**src/rtl/instr_loader_pkg.sv**
```systemverilog
// Shared definitions for the instruction memory path.
// Contents:
//   loader_state_t  - sequencing states of the program loader
//   bytes_per_word  - number of stream bytes needed to build one W-bit word
//   INSTR_A/INSTR_W - default address/instruction widths, shared with the ROM/RAM
package instr_pkg;

    localparam int INSTR_A = 8;
    localparam int INSTR_W = 9;

    typedef enum logic [1:0] {
        IDLE  = 2'd0,
        RECV  = 2'd1,
        WRITE = 2'd2,
        DONE  = 2'd3
    } loader_state_t;

    function automatic int bytes_per_word(input int w);
        return (w + 7) / 8;
    endfunction

endpackage

```
**src/rtl/instr_loader_if.sv**
```systemverilog
// Byte-stream input and instruction-memory write port of the program loader.
// Signals:
//   byteValid/byteData/byteReady - little-endian program byte stream (valid/ready)
//   wrEn/wrAddress/wrData        - instruction memory write strobe, address, word
// Modports:
//   slave  - the loader: consumes bytes, drives the memory write port
//   master - the host/byte source: supplies bytes, observes the write port
interface instr_loader_if #(
    parameter int A = 8,
    parameter int W = 9
);
    logic         byteValid;
    logic [7:0]   byteData;
    logic         byteReady;
    logic         wrEn;
    logic [A-1:0] wrAddress;
    logic [W-1:0] wrData;

    modport slave (
        input  byteValid,
        input  byteData,
        output byteReady,
        output wrEn,
        output wrAddress,
        output wrData
    );

    modport master (
        output byteValid,
        output byteData,
        input  byteReady,
        input  wrEn,
        input  wrAddress,
        input  wrData
    );
endinterface

```
**src/rtl/instr_loader_word_assembler.sv**
```systemverilog
// Builds one W-bit instruction from a little-endian byte sequence.
// Ports:
//   CLK, reset  - clock, synchronous active-high reset
//   clear       - restart assembly: byte index and word register to zero
//   load        - insert byte_data at the current byte position and advance
//   byte_data   - incoming program byte
//   word        - assembled (registered) instruction word
//   last        - current byte position is the final byte of a word
module word_assembler
    import instr_pkg::*;
#(
    parameter int W = INSTR_W
) (
    input  logic         CLK,
    input  logic         reset,
    input  logic         clear,
    input  logic         load,
    input  logic [7:0]   byte_data,
    output logic [W-1:0] word,
    output logic         last
);

    localparam int BYTES = bytes_per_word(W);
    localparam int IDX_W = (BYTES > 1) ? $clog2(BYTES) : 1;

    logic [IDX_W-1:0] idx_q;
    logic [W-1:0]     word_q;
    logic [W-1:0]     word_n;

    // Insert per bit so that bits of the final byte above W simply have no
    // destination and are dropped.
    always_comb begin
        word_n = word_q;
        for (int b = 0; b < W; b++) begin
            if (idx_q == IDX_W'(b / 8)) begin
                word_n[b] = byte_data[b % 8];
            end
        end
    end

    always_ff @(posedge CLK) begin
        if (reset || clear) begin
            idx_q  <= '0;
            word_q <= '0;
        end else if (load) begin
            word_q <= word_n;
            idx_q  <= last ? '0 : idx_q + 1'b1;
        end
    end

    assign last = (idx_q == IDX_W'(BYTES - 1));
    assign word = word_q;

endmodule

```
**src/rtl/instr_loader.sv**
```systemverilog
// Run-time program loader for the instruction memory. Takes a byte stream,
// assembles instruction words and writes them to addresses 0..count-1 while
// holding the CPU stalled; pulses done after the last write.
// Ports:
//   CLK        - system clock, rising edge
//   reset      - synchronous active-high, returns to IDLE and aborts any load
//   start      - one-cycle load request, honoured only in IDLE
//   wordCount  - words to load, sampled with start, clamped to 2**A
//   bus        - byte stream in, instruction memory write port out
//   busy       - loader active (any state but IDLE)
//   cpuHold    - same as busy, stalls the CPU program counter
//   done       - one-cycle pulse at the end of a load
//
// state | meaning
// IDLE  | waiting for start, no bytes accepted
// RECV  | accepting bytes of the current word
// WRITE | word complete, memory write strobe asserted
// DONE  | load finished, done pulse
module instr_loader
    import instr_pkg::*;
#(
    parameter int A = INSTR_A,
    parameter int W = INSTR_W
) (
    input  logic           CLK,
    input  logic           reset,
    input  logic           start,
    input  logic [A:0]     wordCount,
    instr_loader_if.slave  bus,
    output logic           busy,
    output logic           cpuHold,
    output logic           done
);

    localparam logic [A:0] MAX_COUNT = (A + 1)'(1) << A;

    loader_state_t state;
    logic          byte_ready;
    logic          wr_en;
    logic [A-1:0]  addr;
    logic [A:0]    count_lat;
    logic [A:0]    count_clamped;
    logic          accept;
    logic          asm_clear;
    logic          asm_last;
    logic [W-1:0]  asm_word;

    assign count_clamped = (wordCount > MAX_COUNT) ? MAX_COUNT : wordCount;

    // byte_ready is only ever set in RECV, so this also gates on state.
    assign accept    = bus.byteValid && byte_ready;
    assign asm_clear = (state == WRITE) || ((state == IDLE) && start);

    word_assembler #(
        .W(W)
    ) u_word_assembler (
        .CLK       (CLK),
        .reset     (reset),
        .clear     (asm_clear),
        .load      (accept),
        .byte_data (bus.byteData),
        .word      (asm_word),
        .last      (asm_last)
    );

    always_ff @(posedge CLK) begin
        if (reset) begin
            state      <= IDLE;
            byte_ready <= 1'b0;
            wr_en      <= 1'b0;
            busy       <= 1'b0;
            done       <= 1'b0;
            addr       <= '0;
            count_lat  <= '0;
        end else begin
            case (state)
                IDLE: begin
                    if (start) begin
                        count_lat <= count_clamped;
                        addr      <= '0;
                        busy      <= 1'b1;
                        if (count_clamped == '0) begin
                            state <= DONE;
                            done  <= 1'b1;
                        end else begin
                            state      <= RECV;
                            byte_ready <= 1'b1;
                        end
                    end
                end
                RECV: begin
                    if (accept && asm_last) begin
                        state      <= WRITE;
                        byte_ready <= 1'b0;
                        wr_en      <= 1'b1;
                    end
                end
                WRITE: begin
                    wr_en <= 1'b0;
                    // Compare in A+1 bits so a full 2**A load ends at the top
                    // address instead of wrapping.
                    if ({1'b0, addr} == count_lat - (A + 1)'(1)) begin
                        state <= DONE;
                        done  <= 1'b1;
                    end else begin
                        addr       <= addr + 1'b1;
                        state      <= RECV;
                        byte_ready <= 1'b1;
                    end
                end
                DONE: begin
                    done  <= 1'b0;
                    busy  <= 1'b0;
                    state <= IDLE;
                end
                default: begin
                    state      <= IDLE;
                    byte_ready <= 1'b0;
                    wr_en      <= 1'b0;
                    busy       <= 1'b0;
                    done       <= 1'b0;
                end
            endcase
        end
    end

    assign bus.byteReady = byte_ready;
    assign bus.wrEn      = wr_en;
    assign bus.wrAddress = addr;
    assign bus.wrData    = asm_word;
    assign cpuHold       = busy;

endmodule
```
**src/flat_wrapper.sv**
```systemverilog
// flat-port wrapper written by rule: the top's interface ports become plain ports
module instr_loader_flat import instr_pkg::*;
#(
    parameter int A = INSTR_A,
    parameter int W = INSTR_W
)
  (CLK, reset, start, wordCount, busy, cpuHold, done, bus_byteValid, bus_byteData, bus_byteReady, bus_wrEn, bus_wrAddress, bus_wrData);
  instr_loader_if #(.A(A), .W(W)) bus_i ();
  input  logic CLK;
  input  logic reset;
  input  logic start;
  input  logic [A:0] wordCount;
  output logic busy;
  output logic cpuHold;
  output logic done;
  input wire logic [$bits(bus_i.byteValid)-1:0] bus_byteValid;
  input wire logic [$bits(bus_i.byteData)-1:0] bus_byteData;
  output wire logic [$bits(bus_i.byteReady)-1:0] bus_byteReady;
  output wire logic [$bits(bus_i.wrEn)-1:0] bus_wrEn;
  output wire logic [$bits(bus_i.wrAddress)-1:0] bus_wrAddress;
  output wire logic [$bits(bus_i.wrData)-1:0] bus_wrData;
  assign bus_i.byteValid = bus_byteValid;
  assign bus_i.byteData = bus_byteData;
  assign bus_byteReady = bus_i.byteReady;
  assign bus_wrEn = bus_i.wrEn;
  assign bus_wrAddress = bus_i.wrAddress;
  assign bus_wrData = bus_i.wrData;
  instr_loader #(.A(A), .W(W)) u_core (.CLK(CLK), .reset(reset), .start(start), .wordCount(wordCount), .bus(bus_i), .busy(busy), .cpuHold(cpuHold), .done(done));
endmodule
```
**config.mk**
```make
export PLATFORM = sky130hd
export DESIGN_NAME = instr_loader_flat
export DESIGN_NICKNAME = d
export VERILOG_FILES = /design/src/rtl/instr_loader_pkg.sv /design/src/rtl/instr_loader_if.sv /design/src/rtl/instr_loader_word_assembler.sv /design/src/rtl/instr_loader.sv /design/src/flat_wrapper.sv
export SDC_FILE = /design/constraint.sdc
export NUM_CORES = 1
export LEC_CHECK = 0
export CELL_PAD_IN_SITES_DETAIL_PLACEMENT = 0
export CELL_PAD_IN_SITES_GLOBAL_PLACEMENT = 2
export CORE_UTILIZATION = 31
export CTS_BUF_LIST = sky130_fd_sc_hd__clkbuf_8
export CTS_CLUSTER_SIZE = 25
export DETAILED_ROUTE_END_ITERATION = 16
export PLACE_DENSITY = 0.93
export SYNTH_ARGS = -nofsm -noshare
export SYNTH_HDL_FRONTEND = slang
export SYNTH_SLANG_ARGS = --single-unit
```
**constraint.sdc**
```tcl
create_clock -name CLK -period 5.8 [get_ports CLK]
set_input_delay 1.45 -clock CLK [delete_from_list [all_inputs] [get_ports CLK]]
set_output_delay 1.45 -clock CLK [all_outputs]
set_load 0.01 [all_outputs]
```
==> results.toml, run 1 <==
[logic_synthesis]
syn-num-nets = 243
avgSynthCellArea_um2 = 8.099
synth_edf_count = 0
synth-seq-cells = 33
synth_top_area_share_pct = 37.08
synthFlopType = "dfxtp_1"
synthTopCellsByCount = "nand2_1, dfxtp_1, a21oi_1, nor2_1"
yosysUniqueCellTypes = 45
ys_warn_count = 0
synth_area_um2 = 1782
yosysTopAreaCell = "dfxtp_1"
netlist_top_cells_area = "dfxtp_1, a21oi_1, nand2_1"
yosysMostFrequentCell = "nand2_1"
synthArstFlopShare_pct = 0
syn-instance-count = 220
ys_seq_area_share_pct = 37.08

[cells_and_area]
diodes = 0
drive_above_1_share_pct = 5.405
fill_cells = 570
syn_to_final_growth_pct = 30.69
final_cell_count_no_fill = 331
nNetsFinal = 281

[status]
status = "finished, final reports clean"

[routing]
routed.top_layer = "met4"
drt_iter0_drc = 56
vias_per_cell = 4.952
wl_per_cell_um = 12.93
met2WireLength_um = 2040
drt_wl_total_um = 4281
wl_met3_um = 125
route.vias.total = 1639
routedLengthMet1_um = 2060
firstDrtPassIters = 4
drtAntennaViolNets = 0
drc = 0

[sta]
final.setup_skew_ps = 9.490
setup_viol = 0
achievable-frequency_mhz = 325.3
setup_ws_ps = 2726
rsz0062_at_grt = "no"
slew_viol_final = 0
fin_setup_tns_ps = 0
fin_crit_sh_pct = 53.00
max_slew.worst_pin.slew_ps = 891.6
relSlewSlack_pct = 40.34
timing.hold.ws_ps = 455.4
hold_violations = 0
period_needed_ps = 3074

[global_route]
grt_pass1_vias = 1564
grt_remaining_overflow = 0
grt_pass1_wl_um = 7341
grt_max_degree = 21
antenna_found_initial = 0
grt_use_total_pct = 15.13

[die]
rows = 27
dieWidth_um = 77.81
core_um2 = 5507
initial_core_util_pct = 32.36
die_y_um = 77.81
pin_count = 43
die_area_um2 = 6054

[clock_network]
hold_buffers = 0
cts_tree = "done"
cts_buffer_depth = 2
clk_pin_slew_worst_paths_ps = 70
ctsResizeCount = 0
cts.sinks = 33
clock_latency_ps = 290
cts_buffers = 5
cts-root-buf = "clkbuf_8"
htreeDepth = 2
postCtsSetupBuffers = 0

[worst_setup_path]
path_buf_inv = 1
critPathSlowestCell = "nor2_1"
cpPeakStageDelay_ps = 830
crit_family = "simple AND/OR/NAND/NOR gates"
worst_ep_required_time_ps = 6000
worstSetupPathType = "primary input to flop"
worstSetupStartpointType = "primary input"
crit_fanout = 20
path_cells = "clkdlybuf4s50_1 -> nor2_1 -> nand2_1 -> mux2i_1"
crit_path_end_kind = "flop"
crit_arrival_ps = 3280

[power_and_ir_drop]
irDropWorstVdd_v = 0.0001142
power_density_nw_per_um2 = 213.1
power_w = 0.0004961
p_leak_nw = 0.8517

[placed_design]
post-dp-hpwl_um = 3203
port-buffer-count = 42
routabilityCongestion = 0.7366
pre_cts_slack_ps = 2399
dpl.cell_count = 323

[job]
cap_viol_max_count = 0

[hold_path]
hp-class = "flop to flop"
[sequential cells by signal, indices dropped and copies added, names as in the netlist]
register / cells
u_core.u_word_assembler.word: 9
u_core.done: 1
u_core.bus.wrEn: 1
u_core.u_word_assembler.last: 1
u_core.state: 2
u_core.count_lat: 9
u_core.bus.wrAddress: 8
u_core.busy: 1
u_core.bus.byteReady: 1
[area by class of cell]
type / instances / area [um2] / area share, %
Inverter: 5 / 18.77 / 0.8060
Tap cell: 72 / 90.09 / 3.869
Sequential cell: 33 / 660.6 / 28.37
Multi-Input combinational cell: 171 / 1055 / 45.30
Timing Repair Buffer: 42 / 420.4 / 18.05
Clock buffer: 5 / 68.82 / 2.955
Clock inverter: 3 / 15.01 / 0.6448
[through the flow]
step | utilization [%] | cell area, um2
after floorplan | - | 1782
after global placement | 40.76 | 2245
after detailed placement | 40.76 | 2245
after CTS | 42.29 | 2328
after global routing | 42.29 | 2328
final | 42.29 | 2328
[power breakdown]
group / switching, W / internal [W] / total (W) / leakage [nW]
logic: 0.0000433 / 0.0000430 / 0.0000863 / 0.537
registers: 0.0000107 / 0.000234 / 0.000245 / 0.268
clock network: 0.0000834 / 0.0000813 / 0.000165 / 0.0467
total: 0.000137 / 0.000359 / 0.000496 / 0.852
[placed cells by master (no fill, tap or decap), drive strengths merged, types with 2 or more instances in the layout]
| cell type | instances |
|---|---|
| or3 | 5 |
| clkdlybuf4s50 | 42 |
| xnor2 | 4 |
| and3 | 4 |
| mux2i | 8 |
| nand2b | 5 |
| nor3b | 2 |
| nand2 | 35 |
| o21a | 2 |
| a32oi | 3 |
| dfxtp | 33 |
| a22o | 6 |
| o21ai | 6 |
| nand3 | 6 |
| o31ai | 3 |
| a31oi | 2 |
| nand3b | 2 |
| inv | 7 |
| nor4 | 3 |
| xor2 | 6 |
| a21oi | 27 |
| a21boi | 5 |
| or2 | 3 |
| nor3 | 4 |
| nor2 | 14 |
| ha | 2 |
| nor2b | 4 |
| and2 | 2 |
| clkbuf | 5 |
[worst reg2reg max path, delay by kind of cell, from the launching register on]
family                   cells  cell delay, ps
AO/OA/AOI/OAI                3             890
adder cells (fa/ha/maj)      1             330
flip-flops                   1             460
buffers and inverters        1              80
AND/OR/NAND/NOR              1              60
XOR/XNOR                     1             180
multiplexers                 1             190
[per-layer routing]
metal / vias up / GRT usage, %
li1: 853 / -
met1: 751 / 19.23
met2: 29 / 24.78
met3: 6 / 3.412
met4: 0 / 5.660
met5: - / 0
[path summary, 6_finish.rpt]
kind	start	endpoint	slack, ps	cells after the start
worst min register to register	u_core.u_word_assembler.word[2]	u_core.u_word_assembler.word[2]	460	2
worst min-delay path	u_core.u_word_assembler.word[2]	u_core.u_word_assembler.word[2]	460	2
worst max-delay path	reset	u_core.bus.wrAddress[6]	2730	4
worst max register to register	u_core.count_lat[0]	u_core.bus.wrAddress[7]	3540	8
[cell families (layout without fill, tap and decap cells)]
kind of cell,Yosys count,after routing,share of synthesized area (%)
and+or+nand+nor,91,91,25.98
AOI/OAI and AO/OA,60,60,22.40
DFF,33,33,37.08
buffers and inverters,16,55,3.722
xor gates and xnor gates,10,10,4.916
muxes,8,8,4.495
adders and majority gates,2,2,1.404
Power figures use the tool's default switching activity.
==> run 2, diff against run 1 <==
Settings changed: CORE_UTILIZATION 31 to 26, PLACE_DENSITY 0.93 to 0.84.
Clock period 5.8 ns to 2.8 ns, I/O delays scaled along.
==> results.toml, run 2 (synthesis gave the netlist of run 1 again) <==
[clock_network]
ctsResizeCount = 0
clk_pin_slew_worst_paths_ps = 80
hold_buffers = 0
cts_tree = "done"
postCtsSetupBuffers = 0
htreeDepth = 2
cts-root-buf = "clkbuf_8"
clock_latency_ps = 290
cts.sinks = 33
cts_buffers = 5
cts_buffer_depth = 2

[global_route]
grt_pass1_vias = 1524
grt_use_total_pct = 12.93
grt_remaining_overflow = 0
antenna_found_initial = 0
grt_pass1_wl_um = 7389
grt_max_degree = 20

[routing]
drt_wl_total_um = 4527
drt_iter0_drc = 78
firstDrtPassIters = 4
vias_per_cell = 4.876
drtAntennaViolNets = 0
drc = 0
route.vias.total = 1653
wl_per_cell_um = 13.35

[die]
initial_core_util_pct = 27.43
dieWidth_um = 84.78
rows = 29
die_area_um2 = 7188
pin_count = 43
die_y_um = 84.78
core_um2 = 6495

[worst_setup_path]
worstSetupPathType = "flop to flop"
rr_endpoint = "u_core.bus.wrAddress[7]"
crit_arrival_ps = 2530
r2r_start = "u_core.count_lat[0]"
worstSetupStartpointType = "flop"
cpPeakStageDelay_ps = 530
critPathSlowestCell = "o31ai_1"
rr_worst_depth = 8
crit_path_end_kind = "flop"
path_cells = "inv_1 -> ha_1 -> xor2_1 -> nor2_1 -> o31ai_1 -> a32oi_1 -> a21oi_1 -> mux2i_1"
worst_ep_required_time_ps = 3020
crit_fanout = 10
ff2ff_setup_slack_ps = 490

[sta]
fin_crit_sh_pct = 82.49
slew_viol_final = 0
achievable-frequency_mhz = 433.0
fin_setup_tns_ps = 0
hold_violations = 0
final.setup_skew_ps = 6.264
period_needed_ps = 2310
setup_ws_ps = 490.4
max_slew.worst_pin.slew_ps = 916.2
rsz0062_at_grt = "no"
relSlewSlack_pct = 38.69
setup_viol = 0

[hold_path]
min_from = "u_core.u_word_assembler.word[7]"
hp-class = "flop to flop"
holdPathStages = 2
holdPathEnd = "u_core.u_word_assembler.word[7]"

[cells_and_area]
stdcell_area_um2 = 2389
nNetsFinal = 284
final_cell_count_no_fill = 339
final_common_cell = "clkdlybuf4s50_1"
seqCellArea_um2 = 660.6
fill_cells = 698
drive_above_1_share_pct = 7.252
syn_to_final_growth_pct = 34.06
multiInputGateArea_um2 = 1055
most-common-layout-cells = "clkdlybuf4s50_1, nand2_1, dfxtp_1, a21oi_1, nor2_1"
final_core_util_pct = 36.78
diodes = 0

[job]
cap_viol_max_count = 0

[placed_design]
placed_area_um2 = 2273
routabilityCongestion = 0.6894
pre_cts_slack_ps = 296.2
port-buffer-count = 42
dpl.cell_count = 331
post-dp-hpwl_um = 3433

[power_and_ir_drop]
power_density_nw_per_um2 = 482.5
irDropWorstVdd_v = 0.0002366
p_leak_nw = 0.8741

[status]
status = "finished, final reports clean"
## run 2: cell count changes in the layout (fill, tap and decap cells not counted), sizes merged
cell,change
clkinv,+1
inv,-2
buf,+3
bufinv,+1
## run 2: final cells by class
type / count / share of cell area (%)
multi-input cells: 171 / 44.16
flip-flops and latches: 33 / 27.66
repair buffers: 45 / 18.54
well taps: 77 / 4.034
clock buffers: 5 / 2.881
clock inverters: 3 / 1.938
inverters: 5 / 0.7858
## run 2: worst max-delay path by stage
stage | start | end | cells after the start
after global routing | u_core.count_lat[0] | u_core.bus.wrAddress[5] | 8
after CTS | u_core.count_lat[0] | u_core.bus.wrAddress[7] | 8
final | u_core.count_lat[0] | u_core.bus.wrAddress[7] | 8
after global placement | start | u_core.bus.wrAddress[0] | 6
after detailed placement | start | u_core.bus.wrAddress[3] | 6
after floorplan | u_core.count_lat[0] | u_core.bus.wrAddress[2] | 10
## run 2: critical path: cells and delay by family (launching register included)
family	cells	cell delay (ps)
AOI/OAI and AO/OA	3	940
xor gates and xnor gates	1	180
adders and majority gates	1	330
buffers and inverters	1	80
DFF	1	470
muxes	1	190
and+or+nand+nor	1	50
## run 2: through the flow
stage,hold slack [ps],total power (W)
2_1_floorplan,448.8,0.0006266
3_3_place_gp,442.6,0.0007032
3_5_place_dp,450.1,0.0007031
4_1_cts,461.7,0.001164
5_1_grt,479.4,0.001203
6_report,460.3,0.001152
## run 2: routing by layer
layer  up-vias  share of wire (%)  track usage (%)  routed length [um]
met3         7                4.7            3.540                 215
li1        857                  -                -                   -
met5         -                  0                0                   0
met1       750                 48            18.20                2167
met2        39                 46            19.51                2103
met4         0               0.93            3.236                  42
## run 2: power breakdown
part | leakage, nW | internal [W] | switching, W
clock | 0.0543 | 0.000266 | 0.000195
combinational | 0.552 | 0.0000924 | 0.0000909
sequential | 0.268 | 0.000485 | 0.0000226
==> run 3, diff against run 2 <==
Clock period 2.8 ns to 2.1 ns, I/O delays scaled along.
==> results.toml, run 3 (synthesis gave the netlist of run 1 again) <==
[placed_design]
post-dp-hpwl_um = 3465
placed_area_um2 = 2416
routabilityCongestion = 0.7155
port-buffer-count = 42

[worst_setup_path]
ff2ff_setup_slack_ps = 190
path_cells = "clkdlybuf4s50_1 -> nor4_1 -> nand2_1 -> or2_2 -> a21oi_1 -> a31oi_1 -> a311oi_1"
critPathSlowestCell = "clkdlybuf4s50_1"
r2r_start = "u_core.count_lat[0]"
worstSetupStartpoint = "wordCount[6]"
crit_fanout = 3
path_buf_inv = 1
crit_path_end_kind = "flop"
crit_arrival_ps = 2110
worstSetupStartpointType = "primary input"
worst_ep_required_time_ps = 2290
rr_worst_depth = 9
worstSetupPathType = "primary input to flop"
cp.depth = 7
crit_family = "simple AND/OR/NAND/NOR gates"
cpPeakStageDelay_ps = 440
crit_end = "u_core.state[1]"
rr_endpoint = "u_core.state[1]"

[sta]
rsz0062_at_grt = "no"
fin_crit_sh_pct = 91.47
final.setup_skew_ps = 3.274
hold_violations = 0
period_needed_ps = 1921
setup_viol = 0
achievable-frequency_mhz = 520.6
max_slew.worst_pin.slew_ps = 952.7
relSlewSlack_pct = 36.25
slew_viol_final = 0
timing.hold.ws_ps = 458.2

[die]
die_y_um = 84.78
dieWidth_um = 84.78
pin_count = 43
initial_core_util_pct = 27.43
die_area_um2 = 7188
core_um2 = 6495
rows = 29

[routing]
drc = 0
firstDrtPassIters = 4
drt_iter0_drc = 67
drt_wl_total_um = 4553
drtAntennaViolNets = 0
wl_per_cell_um = 12.72
route.vias.total = 1681
vias_per_cell = 4.696

[clock_network]
htreeDepth = 2
clk_pin_slew_worst_paths_ps = 70
cts_tree = "done"
clock_latency_ps = 280
cts_buffers = 5
hold_buffers = 0
cts-root-buf = "clkbuf_8"
cts.sinks = 33
cts_buffer_depth = 2

[global_route]
grt_remaining_overflow = 0
grt_pass1_vias = 1527
grt_use_total_pct = 12.76
grt_max_degree = 20
antenna_found_initial = 0
grt_pass1_wl_um = 7238

[cells_and_area]
drive_above_1_share_pct = 14.23
diodes = 0
stdcell_area_um2 = 2551
final_common_cell = "clkdlybuf4s50_1"
fill_cells = 697
syn_to_final_growth_pct = 43.19
nNetsFinal = 303
most-common-layout-cells = "clkdlybuf4s50_1, nand2_1, dfxtp_1, a21oi_1, buf_4"

[job]
cap_viol_max_count = 0

[power_and_ir_drop]
p_leak_nw = 0.9779
power_density_nw_per_um2 = 623.2
irDropWorstVdd_v = 0.0003580
power_w = 0.001590

[status]
status = "finished, final reports clean"

[hold_path]
hp-class = "flop to flop"
==> run 3: worst min-delay path by stage <==
| stage | cells past startpoint | from | slack [ps] | to |
|---|---|---|---|---|
| floorplan | 2 | u_core.count_lat[8] | 450 | u_core.count_lat[8] |
| global placement | 2 | u_core.u_word_assembler.word[1] | 440 | u_core.u_word_assembler.word[1] |
| detailed placement | 2 | u_core.u_word_assembler.word[5] | 450 | u_core.u_word_assembler.word[5] |
| CTS | 2 | u_core.u_word_assembler.word[7] | 460 | u_core.u_word_assembler.word[7] |
| global route | 2 | u_core.u_word_assembler.word[5] | 470 | u_core.u_word_assembler.word[5] |
| finish | 2 | u_core.u_word_assembler.word[2] | 460 | u_core.u_word_assembler.word[2] |
==> run 3: metal layers <==
layer  global-route usage, %  vias to the layer above  routed length [um]
li1                        -                      899                   -
met1                   16.88                      752                2271
met2                   20.62                       26                2096
met3                   3.441                        4                 158
met4                   3.236                        0                  26
met5                       0                        -                   0
==> run 3: worst reg2reg max path, cell delays in order, from the launching register on <==
cell      delay [ps]
dfxtp_1          330
inv_1             40
ha_2             220
nand2b_1         150
a21boi_0         190
o31ai_1          120
buf_4            170
nor3_4           240
a31oi_1          120
a311oi_1         250
==> run 3: metrics by stage <==
| step | setup WS (ps) | utilization, % | cells | setup TNS, ps |
|---|---|---|---|---|
| 3_5_place_dp | -132.3 | 37.20 | 350 | -887.3 |
| 5_1_grt | 29.46 | 39.28 | 358 | 0 |
| 6_report | 179.1 | 39.28 | 358 | 0 |
| 2_1_floorplan | 7.021 | - | 220 | 0 |
| 4_1_cts | 71.43 | 39.05 | 358 | 0 |
| 3_3_place_gp | -90.35 | 37.20 | 350 | -726.1 |
==> run 3: repair_timing <==
action | 4_1_cts | 5_1_grt
endpoints found under the setup margin | 0 | 7
resized for setup | 0 | 3
setup buffers | 0 | 0
==> run 3: where the power goes <==
group / total, W / leakage (nW) / switching [W] / internal [W]
Clock: 0.000631 / 0.0574 / 0.000245 / 0.000386
Combinational: 0.000286 / 0.652 / 0.000136 / 0.000150
Sequential: 0.000673 / 0.268 / 0.0000256 / 0.000647
==> run 3: final cells by class <==
| cell class | instances | area [um2] | share of cell area, % |
|---|---|---|---|
| tap | 77 | 96.34 | 3.776 |
| timing repair buffer | 64 | 585.6 | 22.95 |
| multi-input combinational | 171 | 1070 | 41.93 |
| clock inverter | 2 | 37.54 | 1.471 |
| inverter | 5 | 18.77 | 0.7357 |
| clock buffer | 6 | 82.58 | 3.237 |
| sequential | 33 | 660.6 | 25.90 |
